[src/rtl/ifu_axi_pkg.sv]
// Shared definitions for the fetch/load-store AXI read bridges.
// Holds the state encoding, the AXI constants and the byte-mask to AxSIZE mapping.
package ifu_axi_pkg;

    typedef enum logic [1:0] {
        IDLE,
        ADDR,
        DATA,
        HOLD
    } state_e;

    localparam logic [1:0] BURST_INCR   = 2'b01;
    localparam logic [1:0] RESP_OKAY    = 2'b00;
    localparam logic [7:0] ARLEN_SINGLE = 8'd0;

    // Bytes enabled -> log2 transfer size; irregular masks fall back to a full 8-byte beat.
    function automatic logic [2:0] mask_to_arsize(input logic [7:0] mask);
        logic [3:0] ones;
        ones = '0;
        for (int unsigned i = 0; i < 8; i++) begin
            ones = ones + {3'b000, mask[i]};
        end
        case (ones)
            4'd1:    return 3'd0;
            4'd2:    return 3'd1;
            4'd4:    return 3'd2;
            4'd8:    return 3'd3;
            default: return 3'd3;
        endcase
    endfunction

endpackage

[src/rtl/ifu_axi_read_bridge_if.sv]
// AXI4 read-channel bundle (AR + R) between a read bridge and instruction memory.
// master = bridge side, slave = memory/crossbar side.
interface ifu_axi_read_bridge_if #(
    parameter int ADDR_W = 64,
    parameter int DATA_W = 64
);

    logic [ADDR_W-1:0] araddr;
    logic              arvalid;
    logic              arready;
    logic [3:0]        arid;
    logic [7:0]        arlen;
    logic [2:0]        arsize;
    logic [1:0]        arburst;
    logic [DATA_W-1:0] rdata;
    logic [1:0]        rresp;
    logic              rlast;
    logic              rvalid;
    logic              rready;

    modport master (
        output araddr, arvalid, arid, arlen, arsize, arburst, rready,
        input  arready, rdata, rresp, rlast, rvalid
    );

    modport slave (
        input  araddr, arvalid, arid, arlen, arsize, arburst, rready,
        output arready, rdata, rresp, rlast, rvalid
    );

endinterface

[src/rtl/axi_size_encode.sv]
// Combinational byte-enable mask to AXI AxSIZE encoder.
// Shared between the fetch and load/store read bridges.
module axi_size_encode
    import ifu_axi_pkg::*;
(
    input  logic [7:0] byte_mask,
    output logic [2:0] arsize
);

    assign arsize = mask_to_arsize(byte_mask);

endmodule

[src/rtl/ifu_axi_read_bridge.sv]
// Single-outstanding fetch-to-AXI4 read bridge: one request, one single-beat AR/R
// transaction, and the returned 64-bit word held until the fetch stage takes it.
module ifu_axi_read_bridge
    import ifu_axi_pkg::*;
#(
    parameter int         ADDR_W = 64,
    parameter int         DATA_W = 64,
    parameter logic [3:0] ID     = 4'd0
) (
    input  logic                  clk,
    input  logic                  rst,

    input  logic                  rx_r_valid_i,
    output logic                  rx_r_ready_o,
    input  logic [ADDR_W-1:0]     rx_r_addr_i,
    input  logic [7:0]            rx_r_size_i,
    output logic [DATA_W-1:0]     rx_data_read_o,
    output logic                  rx_data_valid,
    input  logic                  rx_data_ready,
    output logic                  rx_resp_err,

    ifu_axi_read_bridge_if.master axi
);

    state_e     state;
    logic [2:0] req_arsize;

    axi_size_encode u_size_encode (
        .byte_mask (rx_r_size_i),
        .arsize    (req_arsize)
    );

    assign axi.arid    = ID;
    assign axi.arlen   = ARLEN_SINGLE;
    assign axi.arburst = BURST_INCR;

    // Byte offset is dropped (word is returned unshifted) and RLAST is not needed
    // because every transaction is exactly one beat.
    logic unused_inputs;
    assign unused_inputs = ^{rx_r_addr_i[2:0], axi.rlast};

    always_ff @(posedge clk) begin
        if (rst) begin
            state          <= IDLE;
            rx_r_ready_o   <= 1'b1;
            rx_data_valid  <= 1'b0;
            rx_resp_err    <= 1'b0;
            rx_data_read_o <= '0;
            axi.arvalid    <= 1'b0;
            axi.araddr     <= '0;
            axi.arsize     <= '0;
            axi.rready     <= 1'b0;
        end else begin
            case (state)
                IDLE: begin
                    if (rx_r_valid_i) begin
                        axi.araddr   <= {rx_r_addr_i[ADDR_W-1:3], 3'b000};
                        axi.arsize   <= req_arsize;
                        axi.arvalid  <= 1'b1;
                        rx_r_ready_o <= 1'b0;
                        state        <= ADDR;
                    end
                end
                ADDR: begin
                    if (axi.arready) begin
                        axi.arvalid <= 1'b0;
                        axi.rready  <= 1'b1;
                        state       <= DATA;
                    end
                end
                DATA: begin
                    if (axi.rvalid) begin
                        axi.rready     <= 1'b0;
                        rx_data_read_o <= axi.rdata;
                        rx_resp_err    <= (axi.rresp != RESP_OKAY);
                        rx_data_valid  <= 1'b1;
                        state          <= HOLD;
                    end
                end
                HOLD: begin
                    // Ready returns together with valid dropping, leaving a one-cycle gap.
                    if (rx_data_ready) begin
                        rx_data_valid <= 1'b0;
                        rx_resp_err   <= 1'b0;
                        rx_r_ready_o  <= 1'b1;
                        state         <= IDLE;
                    end
                end
                default: begin
                    state <= IDLE;
                end
            endcase
        end
    end

endmodule

[src/flat_wrapper.sv]
// flat-port wrapper written by rule: the top's interface ports become plain ports
module ifu_axi_read_bridge_flat import ifu_axi_pkg::*;
#(
    parameter int         ADDR_W = 64,
    parameter int         DATA_W = 64,
    parameter logic [3:0] ID     = 4'd0
)
  (clk, rst, rx_r_valid_i, rx_r_ready_o, rx_r_addr_i, rx_r_size_i, rx_data_read_o, rx_data_valid, rx_data_ready, rx_resp_err, axi_araddr, axi_arvalid, axi_arid, axi_arlen, axi_arsize, axi_arburst, axi_rready, axi_arready, axi_rdata, axi_rresp, axi_rlast, axi_rvalid);
  ifu_axi_read_bridge_if #(.ADDR_W(ADDR_W), .DATA_W(DATA_W)) axi_i ();
  input  logic clk;
  input  logic rst;
  input  logic rx_r_valid_i;
  output logic rx_r_ready_o;
  input  logic [ADDR_W-1:0] rx_r_addr_i;
  input  logic [7:0] rx_r_size_i;
  output logic [DATA_W-1:0] rx_data_read_o;
  output logic rx_data_valid;
  input  logic rx_data_ready;
  output logic rx_resp_err;
  output wire logic [$bits(axi_i.araddr)-1:0] axi_araddr;
  output wire logic [$bits(axi_i.arvalid)-1:0] axi_arvalid;
  output wire logic [$bits(axi_i.arid)-1:0] axi_arid;
  output wire logic [$bits(axi_i.arlen)-1:0] axi_arlen;
  output wire logic [$bits(axi_i.arsize)-1:0] axi_arsize;
  output wire logic [$bits(axi_i.arburst)-1:0] axi_arburst;
  output wire logic [$bits(axi_i.rready)-1:0] axi_rready;
  input wire logic [$bits(axi_i.arready)-1:0] axi_arready;
  input wire logic [$bits(axi_i.rdata)-1:0] axi_rdata;
  input wire logic [$bits(axi_i.rresp)-1:0] axi_rresp;
  input wire logic [$bits(axi_i.rlast)-1:0] axi_rlast;
  input wire logic [$bits(axi_i.rvalid)-1:0] axi_rvalid;
  assign axi_araddr = axi_i.araddr;
  assign axi_arvalid = axi_i.arvalid;
  assign axi_arid = axi_i.arid;
  assign axi_arlen = axi_i.arlen;
  assign axi_arsize = axi_i.arsize;
  assign axi_arburst = axi_i.arburst;
  assign axi_rready = axi_i.rready;
  assign axi_i.arready = axi_arready;
  assign axi_i.rdata = axi_rdata;
  assign axi_i.rresp = axi_rresp;
  assign axi_i.rlast = axi_rlast;
  assign axi_i.rvalid = axi_rvalid;
  ifu_axi_read_bridge #(.ADDR_W(ADDR_W), .DATA_W(DATA_W), .ID(ID)) u_core (.clk(clk), .rst(rst), .rx_r_valid_i(rx_r_valid_i), .rx_r_ready_o(rx_r_ready_o), .rx_r_addr_i(rx_r_addr_i), .rx_r_size_i(rx_r_size_i), .rx_data_read_o(rx_data_read_o), .rx_data_valid(rx_data_valid), .rx_data_ready(rx_data_ready), .rx_resp_err(rx_resp_err), .axi(axi_i));
endmodule
[config.mk]
export PLATFORM = sky130hd
export DESIGN_NAME = ifu_axi_read_bridge_flat
export DESIGN_NICKNAME = d
export VERILOG_FILES = /design/src/rtl/ifu_axi_pkg.sv /design/src/rtl/ifu_axi_read_bridge_if.sv /design/src/rtl/axi_size_encode.sv /design/src/rtl/ifu_axi_read_bridge.sv /design/src/flat_wrapper.sv
export SDC_FILE = /design/constraint.sdc
export NUM_CORES = 1
export LEC_CHECK = 0
export ABC_AREA = 1
export BUFFER_PORTS_ARGS = -buffer_cell sky130_fd_sc_hd__buf_2
export CAP_MARGIN = 10
export CORE_MARGIN = 3
export CORE_UTILIZATION = 35
export DETAILED_ROUTE_END_ITERATION = 10
export GPL_ROUTABILITY_DRIVEN = 0
export PLACE_DENSITY_LB_ADDON = 0.2
export SLEW_MARGIN = 20
export SYNTH_ARGS = -nofsm -noshare
export SYNTH_HDL_FRONTEND = slang
export SYNTH_SLANG_ARGS = --single-unit
[constraint.sdc]
create_clock -name clk -period 3.88 [get_ports clk]
set_input_delay 0.194 -clock clk [delete_from_list [all_inputs] [get_ports clk]]
set_output_delay 0.194 -clock clk [all_outputs]
set_load 0.01 [all_outputs]
# --- After elaboration in Yosys (flattened, before gate mapping) ---
# Index checks and enable logic that the tools add are counted.
word_totals:
  elab_cells: 59
  input_bits: 145
  output_inout_bits: 150
  ff_bits: 135
op_classes:
  n_eq_ne: 10
  n_reduce_logical: 13
  n_addsub: 7
  mux: 20
op_table:
  columns: ["operator", "n"]
  rows:
  - ["adder 4 x 1 -> 4 bit", 4]
  - ["AND reduction 3 bit", 4]
  - ["one-hot mux 1 bit (2 select lines)", 5]
  - ["nonzero test 2 bit", 5]
  - ["two-way mux 1 bit", 9]
  - ["two-way mux 2 bit", 4]
  - ["!= test 2 bit, second input constant", 4]
  - ["one-hot mux 2 bit (4 select lines)", 1]
  - ["one-hot mux 2 bit (3 select lines)", 1]
  - ["adder 3 x 1 -> 4 bit", 1]
  - ["equality test 2 bit, second input constant", 2]
  - ["equality test 4 x 1 -> 1 bit, second input constant", 1]
  - ["equality test 4 x 2 -> 1 bit, second input constant", 1]
  - ["equality test 4 x 3 -> 1 bit, second input constant", 1]
  - ["AND reduction 2 bit", 2]
  - ["AND reduction 4 bit", 1]
  - ["adder 2 x 1 -> 3 bit", 1]
  - ["adder 1 x 1 -> 2 bit", 1]
  - ["equality test 2 x 1 -> 1 bit, second input constant", 1]
  - ["zero test 2 bit", 1]

# --- Depth between registers and ports, before layout ---
logic_depth:
  ltp_word: 9
  depth_mapped: 14
  mapped_depth_nobuf: 14

# --- Modules after synthesis ---
# Synthesis repeated with hierarchy kept, for this count alone.
unflattened:
  cells_unflattened: 684
  area_unflattened_um2: 5298.8
modules_own_cells:
  columns: ["module", "seq_area_each_um2", "cells_per_inst", "n_inst", "area_each_um2"]
  rows:
  - ["ifu_axi_read_bridge", 2702.6, 642, 1, 5036.1]
  - ["axi_size_encode", 0.0, 42, 1, 262.8]

# --- Worst setup path after synthesis ---
# OpenSTA, ideal clock, no wires.
synth_timing:
  path_type: "in2reg"
  start: "input rx_r_size_i[0]"
  end: "register u_core.axi.arsize[1]"
  n_path_buf: 0
  setup_time_ps: 109
  stages: 14
  t_required_ps: 3771
  arrival_time_ps: 2708
  setup_slack_ps: 1063
  path_cell_list: "inv_1 fa_1 fa_1 fa_1 inv_1 ha_1 inv_1 fa_1 nand2_1 nand2_1 nor2_1 nand3_1 nand2_1 inv_1"
synth_via:
  elab_chain_cells: 9
  elab_cells_between_ends: 11
  classes_between: "7 x add/sub; 3 x eq/ne; 1 x mux"
synth_lines:
  columns: ["item", "line", "source"]
  rows:
  - ["start, declared", "flat_wrapper.sv:15", "input logic [7:0] rx_r_size_i;"]
  - ["adder 1 x 1 -> 2 bit (*)", "ifu_axi_pkg.sv:21", "ones = ones + {3'b000, mask[i]};"]
  - ["adder 2 x 1 -> 3 bit (*)", "ifu_axi_pkg.sv:21", null]
  - ["adder 3 x 1 -> 4 bit (*)", "ifu_axi_pkg.sv:21", null]
  - ["adder 4 x 1 -> 4 bit (*) (4 in a row)", "ifu_axi_pkg.sv:21", null]
  - ["equality test 4 x 3 -> 1 bit, or another cell as far along", "ifu_axi_pkg.sv:23", "case (ones)"]
  - ["one-hot mux 2 bit (3 select lines) (*)", "ifu_axi_pkg.sv:23", null]
  - ["end signal, assigned", "ifu_axi_read_bridge.sv:58", "axi.arsize <= req_arsize;"]
  - ["end, declared", "ifu_axi_read_bridge_if.sv:22", "output araddr, arvalid, arid, arlen, arsize, arburst, rready,"]
# Mark *: on every way between the ends. The rest lies on a longest branch, timed or not.
# A chain may end at the register's enable or synchronous reset.

# --- Worst setup path in the final report ---
# Ends and elaborated chain as after synthesis.

==> flow_summary_export.csv <==
group,metric,value,unit
detailed_routing,postRouteAntennaNets,0,
setup_path,reg2reg_from,"u_core.state[0]",
setup_path,cp_max_fo,3,
setup_path,crit_required,4.19,ns
global_routing,overflow,0,
logic_synthesis,synth_xor_area_frac,0,
setup_path,critPathKind,"in2reg",
sta,tns,0,ns
global_routing,grt_use_total,0.180,
clock_tree,cts_made_buffers,17,
die,row_count,43,
detailed_routing,first_pass_iters,4,
logic_synthesis,synth_fa_ha_area_frac,0.0326,
logic_synthesis,ys_seq_elements,134,
logic_synthesis,synthMuxAreaShare,0,
setup_path,reg2reg_setup_slack,1.93,ns
logic_synthesis,synth_warnings,0,
logic_synthesis,postSynthAreaPerCell,7.66,sq um
logic_synthesis,synth_top_area_share,0.522,
die,die_h,127,microns
clock_tree,cts-htree-levels,4,
clock_tree,hold_buffers,0,
setup_path,r2r-end,"u_core.rx_resp_err",
setup_path,ff2ff_path_depth,7,
worst_hold_path,min_to,"u_core.axi.araddr[54]",
clock_tree,cts_tree,"yes",
final_layout,fin_nets,1082,
outcome,outcome,"complete, no violations",
logic_synthesis,synth_edf_count,0,
die,die_area,16200,sq um
sta,finalCritPeriodShare,0.664,
pwr,power_frac_comb,0.293,
detailed_routing,drt_iter0_markers,316,
setup_path,crit_path_end_kind,"register",
die,core,14100,sq um
final_layout,drive_gt1_frac,0.337,
global_routing,grt_pass1_wl,23.1,mm
final_layout,layoutNonFillerInstCount,1120,
logic_synthesis,synth_top_cell_by_area,"dfxtp_1",
clock_tree,cts_root_buf,"clkbuf_16",
global_routing,antenna_found_initial,2,
detailed_routing,wire_per_inst,13.4,microns
logic_synthesis,netlist_top_cells_area,"dfxtp_1 (52%), nor2_1 (19%), o21ai_0 (12%)",
pwr,seqPwrFrac,0.383,
run,maxCapViolCount,0,
pwr,internal_power,3.27,mW
clock_tree,postCtsSetupRepairBufs,0,
pwr,sw_frac_of_total,0.334,
sta,clock_skew,0.00693,ns
worst_hold_path,hold_path_depth,3,
sta,max_slew_margin,0.416,
pwr,p_switching,1.64,mW
final_layout,area_delta_synth_final,37.7,%
detailed_routing,routed_via_density,4.45,
sta,rsz0062_at_grt,"no",
pwr,p_leak,3.60,nW
pwr,powerDensity,694,nW/um^2
logic_synthesis,synth_ff_type,"dfxtp_1",
global_routing,grt_pass1_vias,4493,
sta,setup_violations,0,
die,initial_core_util,0.363,
clock_tree,cts_resized,0,
place,placedCellCount,1087,
clock_tree,cts_sinks,134,
worst_hold_path,hold_start,"rx_r_addr_i[54]",
sta,tightest_slew,0.874,ns
logic_synthesis,synth_compound_area_frac,0.130,
pwr,peakVddDrop,391,uV
worst_hold_path,hold_path_class,"in2reg",
sta,min_period,2.58,ns
logic_synthesis,synth_top_family_by_area,"simple AND/OR/NAND/NOR gates",
place,port_buffers,272,
clock_tree,path_clk_slew,0.06,ns
detailed_routing,wirelength,15.0,mm
pwr,clock_power_share,0.324,
logic_synthesis,synth-simple-area-share,0.223,
logic_synthesis,ys_types,19,
logic_synthesis,ys_seq_area_frac,0.522,
sta,drv_slew,0,
detailed_routing,drc,0,
detailed_routing,via_count,4979,
setup_path,worst_setup_path_start_kind,"primary input",
logic_synthesis,async_flop_share,0,
place,dp_hpwl,10.6,mm
logic_synthesis,synthCells,671,
logic_synthesis,synth_area,5140,sq um
die,die_w,127,microns
global_routing,grt_max_degree,64,
sta,hold_viol,0,
clock_tree,clkLatencyLatePin,0.41,ns
sta,timing.fmax,388,MHz
die,ioPinCount,295,
setup_path,arrival,2.89,ns
clock_tree,cts.path.max_buffers,2,
-- layout by cell type, fill, tap and decap left out --
cell type,synthesis,final
inv_1,28,27
buf_2,16,272
bufinv_16,0,2
clkinv_2,0,3
nand3_1,6,6
o21ai_0,128,128
inv_2,2,3
ha_1,7,7
a21oi_1,4,4
or2_2,1,1
nand2_1,31,30
fa_1,4,4
clkbuf_16,0,17
clkinvlp_4,0,2
dfxtp_1,134,134
clkbuf_8,0,3
diode_2,0,2
buf_4,19,7
nand2_2,1,2
clkinv_4,0,3
conb_1,2,18
a31oi_1,1,1
nor2_1,263,263
inv_6,0,1
-- cell type report --
cell class	instances	area, sq um
Fill cell	1471	7070
Sequential cell	134	2680
Multi-Input combinational cell	464	2050
Timing Repair Buffer	279	1410
Clock buffer	20	467
Tap cell	180	225
Clock inverter	11	125
Inverter	30	113
Antenna cell	2	5.00
-- cells by family after synthesis --
logic type,Yosys count
AOI/OAI and AO/OA,133
adders and majority gates,11
buffers and inverters,89
DFF,134
other,2
and+or+nand+nor,302
-- per-layer routing --
metal / track usage / share of wire / vias up
li1: - / - / 2584
met1: 0.224 / 0.43 / 2195
met2: 0.285 / 0.46 / 178
met3: 0.0619 / 0.085 / 22
met4: 0.0776 / 0.020 / 0
met5: 0 / 0 / -
-- worst max path at each step --
stage | slack (ns) | from | depth (start not counted) | end
6_report | 1.30 | rx_r_size_i[0] | 15 | u_core.axi.arsize[1]
5_1_grt | 1.12 | rx_r_size_i[0] | 15 | u_core.axi.arsize[1]
4_1_cts | 1.32 | rx_r_size_i[0] | 15 | u_core.axi.arsize[1]
3_5_place_dp | 0.86 | rx_r_size_i[0] | 15 | u_core.axi.arsize[1]
3_3_place_gp | 0.87 | rx_r_size_i[0] | 15 | u_core.axi.arsize[1]
2_1_floorplan | 1.06 | rx_r_size_i[0] | 14 | u_core.axi.arsize[1]
-- flip-flops by register name (all words and copies together), names as in the netlist --
signal                 cells
u_core.axi.rready          1
u_core.rx_resp_err         1
u_core.rx_data_valid       1
u_core.axi.arvalid         1
u_core.state               2
u_core.axi.arsize          2
u_core.rx_r_ready_o        1
u_core.rx_data_read_o     64
u_core.axi.araddr         61
-- cell usage after synthesis (6+ instances only) --
cell / instances
buf_2: 16
buf_4: 19
buf_6: 6
clkbuf_1: 17
dfxtp_1: 134
ha_1: 7
inv_1: 28
nand2_1: 31
nand3_1: 6
nor2_1: 263
o21ai_0: 128
-- per-stage QoR --
step                      hold slack (ns)  worst slack [ns]  area [sq um]  total power, mW   util
after floorplan                     0.263              1.06          5200             2.82      -
after global placement              0.442             0.872          6480             3.35  0.458
after detailed placement            0.450             0.862          6480             3.36  0.458
after CTS                         0.00819              1.32          7080             4.98  0.500
after global routing               0.0248              1.12          7080             5.26  0.500
final                              0.0301              1.30          7080             4.91  0.500
-- power groups by stage --
stage | clock network [mW] | logic [mW] | registers, mW
6_report | 1.59 | 1.44 | 1.88
5_1_grt | 1.70 | 1.64 | 1.92
4_1_cts | 1.63 | 1.46 | 1.88
3_5_place_dp | 0 | 1.45 | 1.91
3_3_place_gp | 0 | 1.45 | 1.89
2_1_floorplan | 0 | 0.748 | 2.07
-- critical path: stages --
cell and delay (ns):
buf_2 0.07, inv_1 0.04, fa_1 0.54, fa_1 0.42, fa_1 0.49, inv_1 0.04, ha_1 0.18, inv_1 0.07
fa_1 0.44, nand2_1 0.09, nand2_1 0.05, nor2_1 0.10, nand3_1 0.07, nand2_1 0.06, inv_1 0.03
Power figures use the tool's default switching activity.
